[src/rtl/shifter_pkg.sv]
// Shared op encodings and helpers for the pipelined barrel shifter.
package shifter_pkg;

    typedef enum logic [2:0] {
        OP_SRL = 3'b000,
        OP_SRA = 3'b001,
        OP_SLL = 3'b010,
        OP_ROR = 3'b011,
        OP_ROL = 3'b100
    } shift_op_t;

    localparam logic [2:0] OP_LAST = 3'b100;

    function automatic logic is_legal_op(input logic [2:0] op);
        return op <= OP_LAST;
    endfunction

endpackage

[src/rtl/shift_stage.sv]
// One pipeline stage: conditionally shifts the incoming word by 2^K and
// registers it with its sideband, holding while the stage is stalled.
module shift_stage
    import shifter_pkg::*;
#(
    parameter int WIDTH = 32,
    parameter int TAGW  = 5,
    parameter int SHW   = 5,
    parameter int K     = 0
) (
    input  logic             clk,
    input  logic             rst_n,
    input  logic             flush,
    input  logic             stall,
    input  logic             prev_valid,
    input  logic [WIDTH-1:0] prev_data,
    input  shift_op_t        prev_op,
    input  logic [SHW-1:0]   prev_shamt,
    input  logic [TAGW-1:0]  prev_tag,
    input  logic             prev_illegal,
    output logic             valid,
    output logic [WIDTH-1:0] data,
    output shift_op_t        op,
    output logic [SHW-1:0]   shamt,
    output logic [TAGW-1:0]  tag,
    output logic             illegal
);

    localparam int AMT = 1 << K;

    logic [WIDTH-1:0] shifted;

    always_comb begin
        shifted = prev_data;
        if (prev_shamt[K]) begin
            case (prev_op)
                OP_SRL:  shifted = prev_data >> AMT;
                OP_SRA:  shifted = $unsigned($signed(prev_data) >>> AMT);
                OP_SLL:  shifted = prev_data << AMT;
                OP_ROR:  shifted = (prev_data >> AMT) | (prev_data << (WIDTH - AMT));
                OP_ROL:  shifted = (prev_data << AMT) | (prev_data >> (WIDTH - AMT));
                default: shifted = prev_data;
            endcase
        end
    end

    always_ff @(posedge clk) begin
        if (!rst_n) begin
            valid   <= 1'b0;
            data    <= '0;
            op      <= OP_SRL;
            shamt   <= '0;
            tag     <= '0;
            illegal <= 1'b0;
        end else begin
            if (flush)
                valid <= 1'b0;
            else if (!stall)
                valid <= prev_valid;
            // Payload only moves with a real item so a drained stage keeps its last value.
            if (!stall && prev_valid) begin
                data    <= shifted;
                op      <= prev_op;
                shamt   <= prev_shamt;
                tag     <= prev_tag;
                illegal <= prev_illegal;
            end
        end
    end

endmodule

[src/rtl/pipe_shifter.sv]
// Pipelined barrel shifter: one shift-amount bit resolved per stage, with
// valid/ready flow control, collapsing bubbles and a synchronous flush.
module pipe_shifter
    import shifter_pkg::*;
#(
    parameter  int WIDTH = 32,
    parameter  int TAGW  = 5,
    localparam int SHW   = $clog2(WIDTH)
) (
    input  logic             clk,
    input  logic             rst_n,
    input  logic             flush,
    input  logic             in_valid,
    output logic             in_ready,
    input  logic [WIDTH-1:0] op1,
    input  logic [SHW-1:0]   shamt,
    input  logic [2:0]       operation,
    input  logic [TAGW-1:0]  tag,
    output logic             out_valid,
    input  logic             out_ready,
    output logic [WIDTH-1:0] res,
    output logic [TAGW-1:0]  res_tag,
    output logic             illegal
);

    logic                        legal;
    logic                        accept;
    logic [SHW-1:0]              vld_pipe;
    logic [SHW-1:0]              stall;
    logic [SHW:0][WIDTH-1:0]     data_pipe;
    shift_op_t [SHW:0]           op_pipe;
    logic [SHW:0][SHW-1:0]       shamt_pipe;
    logic [SHW:0][TAGW-1:0]      tag_pipe;
    logic [SHW:0]                ill_pipe;
    logic                        unused_tail;

    assign legal         = is_legal_op(operation);
    assign in_ready      = !flush && !stall[0];
    assign accept        = in_valid && in_ready;
    assign data_pipe[0]  = legal ? op1 : '0;
    assign op_pipe[0]    = legal ? shift_op_t'(operation) : OP_SRL;
    assign shamt_pipe[0] = shamt;
    assign tag_pipe[0]   = tag;
    assign ill_pipe[0]   = !legal;

    for (genvar k = 0; k < SHW; k++) begin : g_stage
        // A stage stalls only when it and every stage after it are full and the sink is blocked.
        assign stall[k] = !out_ready && (&vld_pipe[SHW-1:k]);

        logic prev_valid;
        if (k == 0) begin : g_head
            assign prev_valid = accept;
        end else begin : g_body
            assign prev_valid = vld_pipe[k-1];
        end

        shift_stage #(
            .WIDTH(WIDTH),
            .TAGW (TAGW),
            .SHW  (SHW),
            .K    (k)
        ) u_stage (
            .clk         (clk),
            .rst_n       (rst_n),
            .flush       (flush),
            .stall       (stall[k]),
            .prev_valid  (prev_valid),
            .prev_data   (data_pipe[k]),
            .prev_op     (op_pipe[k]),
            .prev_shamt  (shamt_pipe[k]),
            .prev_tag    (tag_pipe[k]),
            .prev_illegal(ill_pipe[k]),
            .valid       (vld_pipe[k]),
            .data        (data_pipe[k+1]),
            .op          (op_pipe[k+1]),
            .shamt       (shamt_pipe[k+1]),
            .tag         (tag_pipe[k+1]),
            .illegal     (ill_pipe[k+1])
        );
    end

    assign out_valid   = vld_pipe[SHW-1];
    assign res         = data_pipe[SHW];
    assign res_tag     = tag_pipe[SHW];
    assign illegal     = ill_pipe[SHW];
    assign unused_tail = ^{shamt_pipe[SHW], op_pipe[SHW]};

endmodule

[config.mk]
export PLATFORM = sky130hd
export DESIGN_NAME = pipe_shifter
export DESIGN_NICKNAME = d
export VERILOG_FILES = /design/src/rtl/shifter_pkg.sv /design/src/rtl/shift_stage.sv /design/src/rtl/pipe_shifter.sv
export SDC_FILE = /design/constraint.sdc
export NUM_CORES = 1
export LEC_CHECK = 0
export ABC_AREA = 1
export BUFFER_PORTS_ARGS = -buffer_cell sky130_fd_sc_hd__buf_2
export CAP_MARGIN = 15
export CORE_ASPECT_RATIO = 0.5
export CORE_MARGIN = 5
export CORE_UTILIZATION = 45
export DETAILED_ROUTE_END_ITERATION = 7
export GPL_ROUTABILITY_DRIVEN = 0
export PLACE_DENSITY = 0.68
export SLEW_MARGIN = 30
export SYNTH_ARGS = -nofsm -noshare
export SYNTH_HDL_FRONTEND = slang
export SYNTH_SLANG_ARGS = --single-unit
[constraint.sdc]
create_clock -name clk -period 2.5 [get_ports clk]
set_input_delay 0.375 -clock clk [delete_from_list [all_inputs] [get_ports clk]]
set_output_delay 0.375 -clock clk [all_outputs]
set_load 0.05 [all_outputs]
==> reports/results.ini, run 1 <==
[job]
cap_violations = 0

[grt]
grt_pass1_vias = 9533
grt_max_degree = 73
antenna_found_initial = 0
grt_usage_pct = 20.0
grt_pass1_wl_mm = 49.9
overflow = 0

[timing]
maxSlewViolCount = 0
rsz0062_at_grt = no
worst_pin_slew_ps = 802
slew_headroom_pct = 46.4
layout_min_cycle_time_ps = 1960
final_hold_viol_count = 0
skew_ps = 10.1
fin_setup_tns_ps = 0
period_share_pct = 78.5
setup_slack_ps = 537
setup_viol = 0
max_freq_ghz = 0.509

[synth]
syn_inst = 1792
synth_nets = 1842
synth.distinct_cells = 32
yosysSeqAreaShare_pct = 37.4
ys_seq_elements = 217
avgSynthCellArea_um2 = 6.49
synthesis.area_mm2 = 0.0116
ys_warn_count = 0

[critical_path]
cp-start-kind = flop
endpoint_kind = primary output
r2r_start = g_stage[2].u_stage.op[0]
r2r_slack_ps = 640
timing.rr.end = g_stage[3].u_stage.data[15]
crit_type = flop to primary output
crit_required_ps = 2120
arrival_ps = 1590
reg2reg_depth = 7
critPathMaxFanout = 4

[placement]
port-buffer-count = 89
dp_hpwl_mm = 20.5
place_area_mm2 = 0.0120
pre_cts_ws_ps = 521
place_inst = 2088

[hold_path]
hp-start = tag[2]
worstHoldEndpoint = g_stage[0].u_stage.tag[2]
hold_class = input pin to flop
hold_depth = 3

[routing]
drt_iter0_drc = 874
vias = 11200
dr.pass1.iters = 5
drc = 0
wl_per_cell_um = 14.2
drtAntennaViolNets = 0
wirelength_mm = 30.1
vias_per_cell = 5.26

[power]
power.density_mw_per_mm2 = 624
peakVddDrop_mv = 0.385
leakagePower_nw = 5.44
power.total_mw = 7.94

[clock_network]
numCtsBuffers = 21
cts_hold_buf = 0
clockBufferDepth = 3
cts_tree = done
clk_pin_slew_worst_paths_ps = 70
htree_levels = 1
clk-insertion-delay-late_ps = 510
ctsRootBufferMaster = clkbuf_16
post_cts_buffers = 0
postCtsResizedCells = 0
cts.sinks = 217

[floorplanning]
die-width_um = 237
start_util_pct = 45.9
rows = 41
die_y_um = 124
die-area_mm2 = 0.0293
io-pin-count = 90
core_mm2 = 0.0253

[final_layout]
final_common_cell = nand2_1
drive_gt1_share_pct = 10.6
ff_latch_area_mm2 = 0.00434
n_antenna_cell = 0
final_cell_mix = nand2_1 (507), o21ai_0 (226), dfxtp_1 (217)
design_area_mm2 = 0.0127
syn_to_final_growth_pct = 9.45
instances_no_fill = 2124
nets = 1817
n_fill_cell = 2664
multi_input_area_mm2 = 0.00591

[status]
status = finished, final reports clean

stage by stage:
stage / util [%] / hold WS, ps
after global routing: 50.2 / 104
after CTS: 50.2 / 88.5
after detailed placement: 47.2 / 456
final: 50.2 / 108
after floorplan: - / 440
after global placement: 47.2 / 452
layer usage:
layer	wire [um]	vias up	share of wire, %	track usage [%]
met5	0	-	0	0
met4	340	0	1.1	3.13
met3	1810	22	6.0	2.99
met2	11900	288	39	28.3
met1	16100	5033	53	32.3
li1	-	5829	-	-
flip-flops by register name (all words and copies together) (netlist names):
register and cells:
g_stage.u_stage.shamt 10, g_stage.u_stage.valid 5, g_stage.u_stage.illegal 5, g_stage.u_stage.data 160, g_stage.u_stage.op 12, g_stage.u_stage.tag 25
where the power goes:
group | internal [mW] | leakage [nW] | switching [mW] | total [mW]
Combinational | 0.255 | 3.31 | 0.514 | 0.769
Sequential | 3.54 | 1.76 | 0.0888 | 3.63
Clock | 2.13 | 0.375 | 1.41 | 3.54
critical path, stage by stage, from the launching register on:
cell and delay [ps]:
dfxtp_1 370, nand3_2 130, nor2_4 170, nand3_2 110, nand2_1 70, inv_1 30, buf_2 200
cells in the mapped netlist, drive strengths merged:
| master | number | area (um^2) |
|---|---|---|
| nand3 | 95 | 490 |
| nand2 | 510 | 1920 |
| and3 | 1 | 6.26 |
| inv | 144 | 543 |
| o211ai | 47 | 353 |
| o21ai | 261 | 1330 |
| clkinv | 1 | 3.75 |
| nor3 | 3 | 15.0 |
| nor2 | 88 | 374 |
| a21oi | 204 | 1040 |
| or2 | 5 | 31.3 |
| nand4 | 42 | 263 |
| dfxtp | 217 | 4340 |
| o21a | 1 | 7.51 |
| clkbuf | 75 | 282 |
| buf | 90 | 582 |
| o22ai | 8 | 50.1 |
cells by family after synthesis:
kind of cell | Yosys count | share of synthesized area, %
simple gates | 744 | 26.7
compound gates | 521 | 23.8
buf+inv | 310 | 12.1
flops | 217 | 37.4
final cells by class:
class,instances,area share (%)
clock inverter,9,1.22
sequential,217,34.1
timing repair buffer,117,5.76
tap,344,3.38
multi-input combinational,1265,46.4
inverter,145,4.30
clock buffer,27,4.78
worst max path at each step:
stage	slack, ps	end	from	depth (start not counted)
after global routing	410	in_ready	g_stage[4].u_stage.valid	6
after detailed placement	520	g_stage[0].u_stage.data[31]	operation[1]	11
after CTS	520	in_ready	g_stage[4].u_stage.valid	6
final	540	in_ready	g_stage[4].u_stage.valid	6
after floorplan	770	g_stage[1].u_stage.data[29]	g_stage[4].u_stage.valid	8
after global placement	340	g_stage[0].u_stage.data[0]	operation[1]	8
Note: power is estimated with default switching activity, not from simulation.
==> run 2, diff against run 1 <==
Clock period 2.5 ns to 1.9 ns, I/O delays scaled along.
==> run 2 against run 1 <==
Compared with the run above: count of clock-buffer cells in the layout grew 1; critical path depth unchanged; routed wire length is 1.2% lower; clock skew grew 4.7 ps; die area is the same; final area increased by 0.71%; combinational power up 35%; via count fell by 0.93%; sequential share of layout area decreased by 0.22 points; largest power group unchanged.
==> reports/results.ini, run 2 (same netlist as run 1, synthesis figures left out) <==
[placement]
dp_hpwl_mm = 20.4
port-buffer-count = 89
place_inst = 2101

[grt]
grt_pass1_vias = 9645
antenna_found_initial = 0
grt_usage_pct = 20.0
grt_max_degree = 77
grt_pass1_wl_mm = 49.8
overflow = 0

[final_layout]
final_common_cell = nand2_1
instances_no_fill = 2133
largest-register = g_stage.u_stage.data
n_antenna_cell = 0
post-route-util_pct = 50.6
syn_to_final_growth_pct = 10.2
final_cell_mix = nand2_1 (507), o21ai_0 (226), dfxtp_1 (215)
top_regs = g_stage.u_stage.data: 160 flops, g_stage.u_stage.tag: 25 flops, g_stage.u_stage.op: 12 flops
largest_reg_flops = 160
nets = 1831
drive_gt1_share_pct = 11.1

[clock_network]
htree_levels = 1
clockBufferDepth = 3
clk_pin_slew_worst_paths_ps = 60
cts_tree = done
numCtsBuffers = 21
clk-insertion-delay-late_ps = 510
cts_hold_buf = 0
ctsRootBufferMaster = clkbuf_16
cts.sinks = 217

[timing]
final_hold_viol_count = 0
max_freq_ghz = 0.549
slew_headroom_pct = 53.0
maxSlewViolCount = 0
worst_pin_slew_ps = 704
period_share_pct = 95.8
skew_ps = 14.8
setup_viol = 0
layout_min_cycle_time_ps = 1820

[job]
cap_violations = 0

[routing]
wirelength_mm = 29.7
drtAntennaViolNets = 0
vias = 11100
wl_per_cell_um = 13.9
vias_per_cell = 5.19
drc = 0
drt_iter0_drc = 951
dr.pass1.iters = 5

[critical_path]
worstPathCellList = nand3_4 > nor2_4 > nand3_2 > nand2_1 > inv_1 > buf_4
crit_path_max_incr_delay_ps = 350
cp-start-kind = flop
endpoint_kind = primary output
cpMaxStageDelayCell = dfxtp_2
crit_type = flop to primary output
crit_required_ps = 1620
crit_family = simple AND/OR/NAND/NOR gates
arrival_ps = 1530
critPathMaxFanout = 3
crit_buf_inv = 2

[power]
peakVddDrop_mv = 0.454
leakagePower_nw = 5.49
power.density_mw_per_mm2 = 773

[floorplanning]
die-area_mm2 = 0.0293
core_mm2 = 0.0253
start_util_pct = 45.9
die_y_um = 124
io-pin-count = 90
die-width_um = 237
rows = 41

[status]
status = finished, final reports clean

[hold_path]
hold_class = input pin to flop

run 2: layout make-up:
| class | instances | area (um^2) |
|---|---|---|
| repair buffers | 131 | 928 |
| flip-flops and latches | 217 | 4350 |
| clock buffers | 28 | 612 |
| multi-input cells | 1265 | 5910 |
| fillers | 2695 | 12500 |
| inverters | 145 | 547 |
| well taps | 344 | 430 |
| clock inverters | 3 | 43.8 |
run 2: where the power goes:
part / leakage [nW] / internal, mW / switching (mW) / total (mW)
sequential: 1.76 / 4.66 / 0.115 / 4.77
clock: 0.325 / 2.37 / 1.73 / 4.10
combinational: 3.40 / 0.362 / 0.680 / 1.04
total: 5.49 / 7.39 / 2.52 / 9.91
run 2: worst register-to-register path, delay by kind of cell (launching register included):
family	cells	cell delay (ps)
DFF	1	300
buffers and inverters	2	700
and+or+nand+nor	4	440
AOI/OAI and AO/OA	1	150
run 2: what timing repair did:
item / 4_1_cts / 5_1_grt
gates resized for setup: 0 / 5
buffers inserted: 0 / 1
endpoints found under the setup margin: 0 / 1
run 2: metrics by stage:
step | cell area [um^2] | worst slack [ps] | total power, mW | hold WS, ps | TNS [ps]
5_1_grt | 12800 | -9.66 | 10.3 | 18.9 | -9.66
2_1_floorplan | 11600 | 166 | 5.59 | 427 | 0
3_3_place_gp | 12100 | 262 | 5.90 | 451 | 0
3_5_place_dp | 12100 | 185 | 5.90 | 451 | 0
6_report | 12800 | 80.2 | 9.91 | 24.4 | 0
4_1_cts | 12800 | 17.9 | 9.99 | 9.75 | 0
run 2: metal layers:
layer,up-vias,part of all wire (%),track usage (%)
met5,-,0,0
met4,0,1.1,3.21
met3,29,5.6,3.14
met2,281,40,28.7
met1,4895,53,31.8
li1,5863,-,-
run 2: final timing paths:
check                         startpoint                     endpoint  slack [ps]  depth (start not counted)
min reg2reg  g_stage[0].u_stage.shamt[2]  g_stage[0].u_stage.shamt[2]         460                          2
min                               tag[3]    g_stage[0].u_stage.tag[3]          20                          3
max reg2reg     g_stage[2].u_stage.valid   g_stage[0].u_stage.illegal         250                          7
max             g_stage[4].u_stage.valid                     in_ready          80                          6
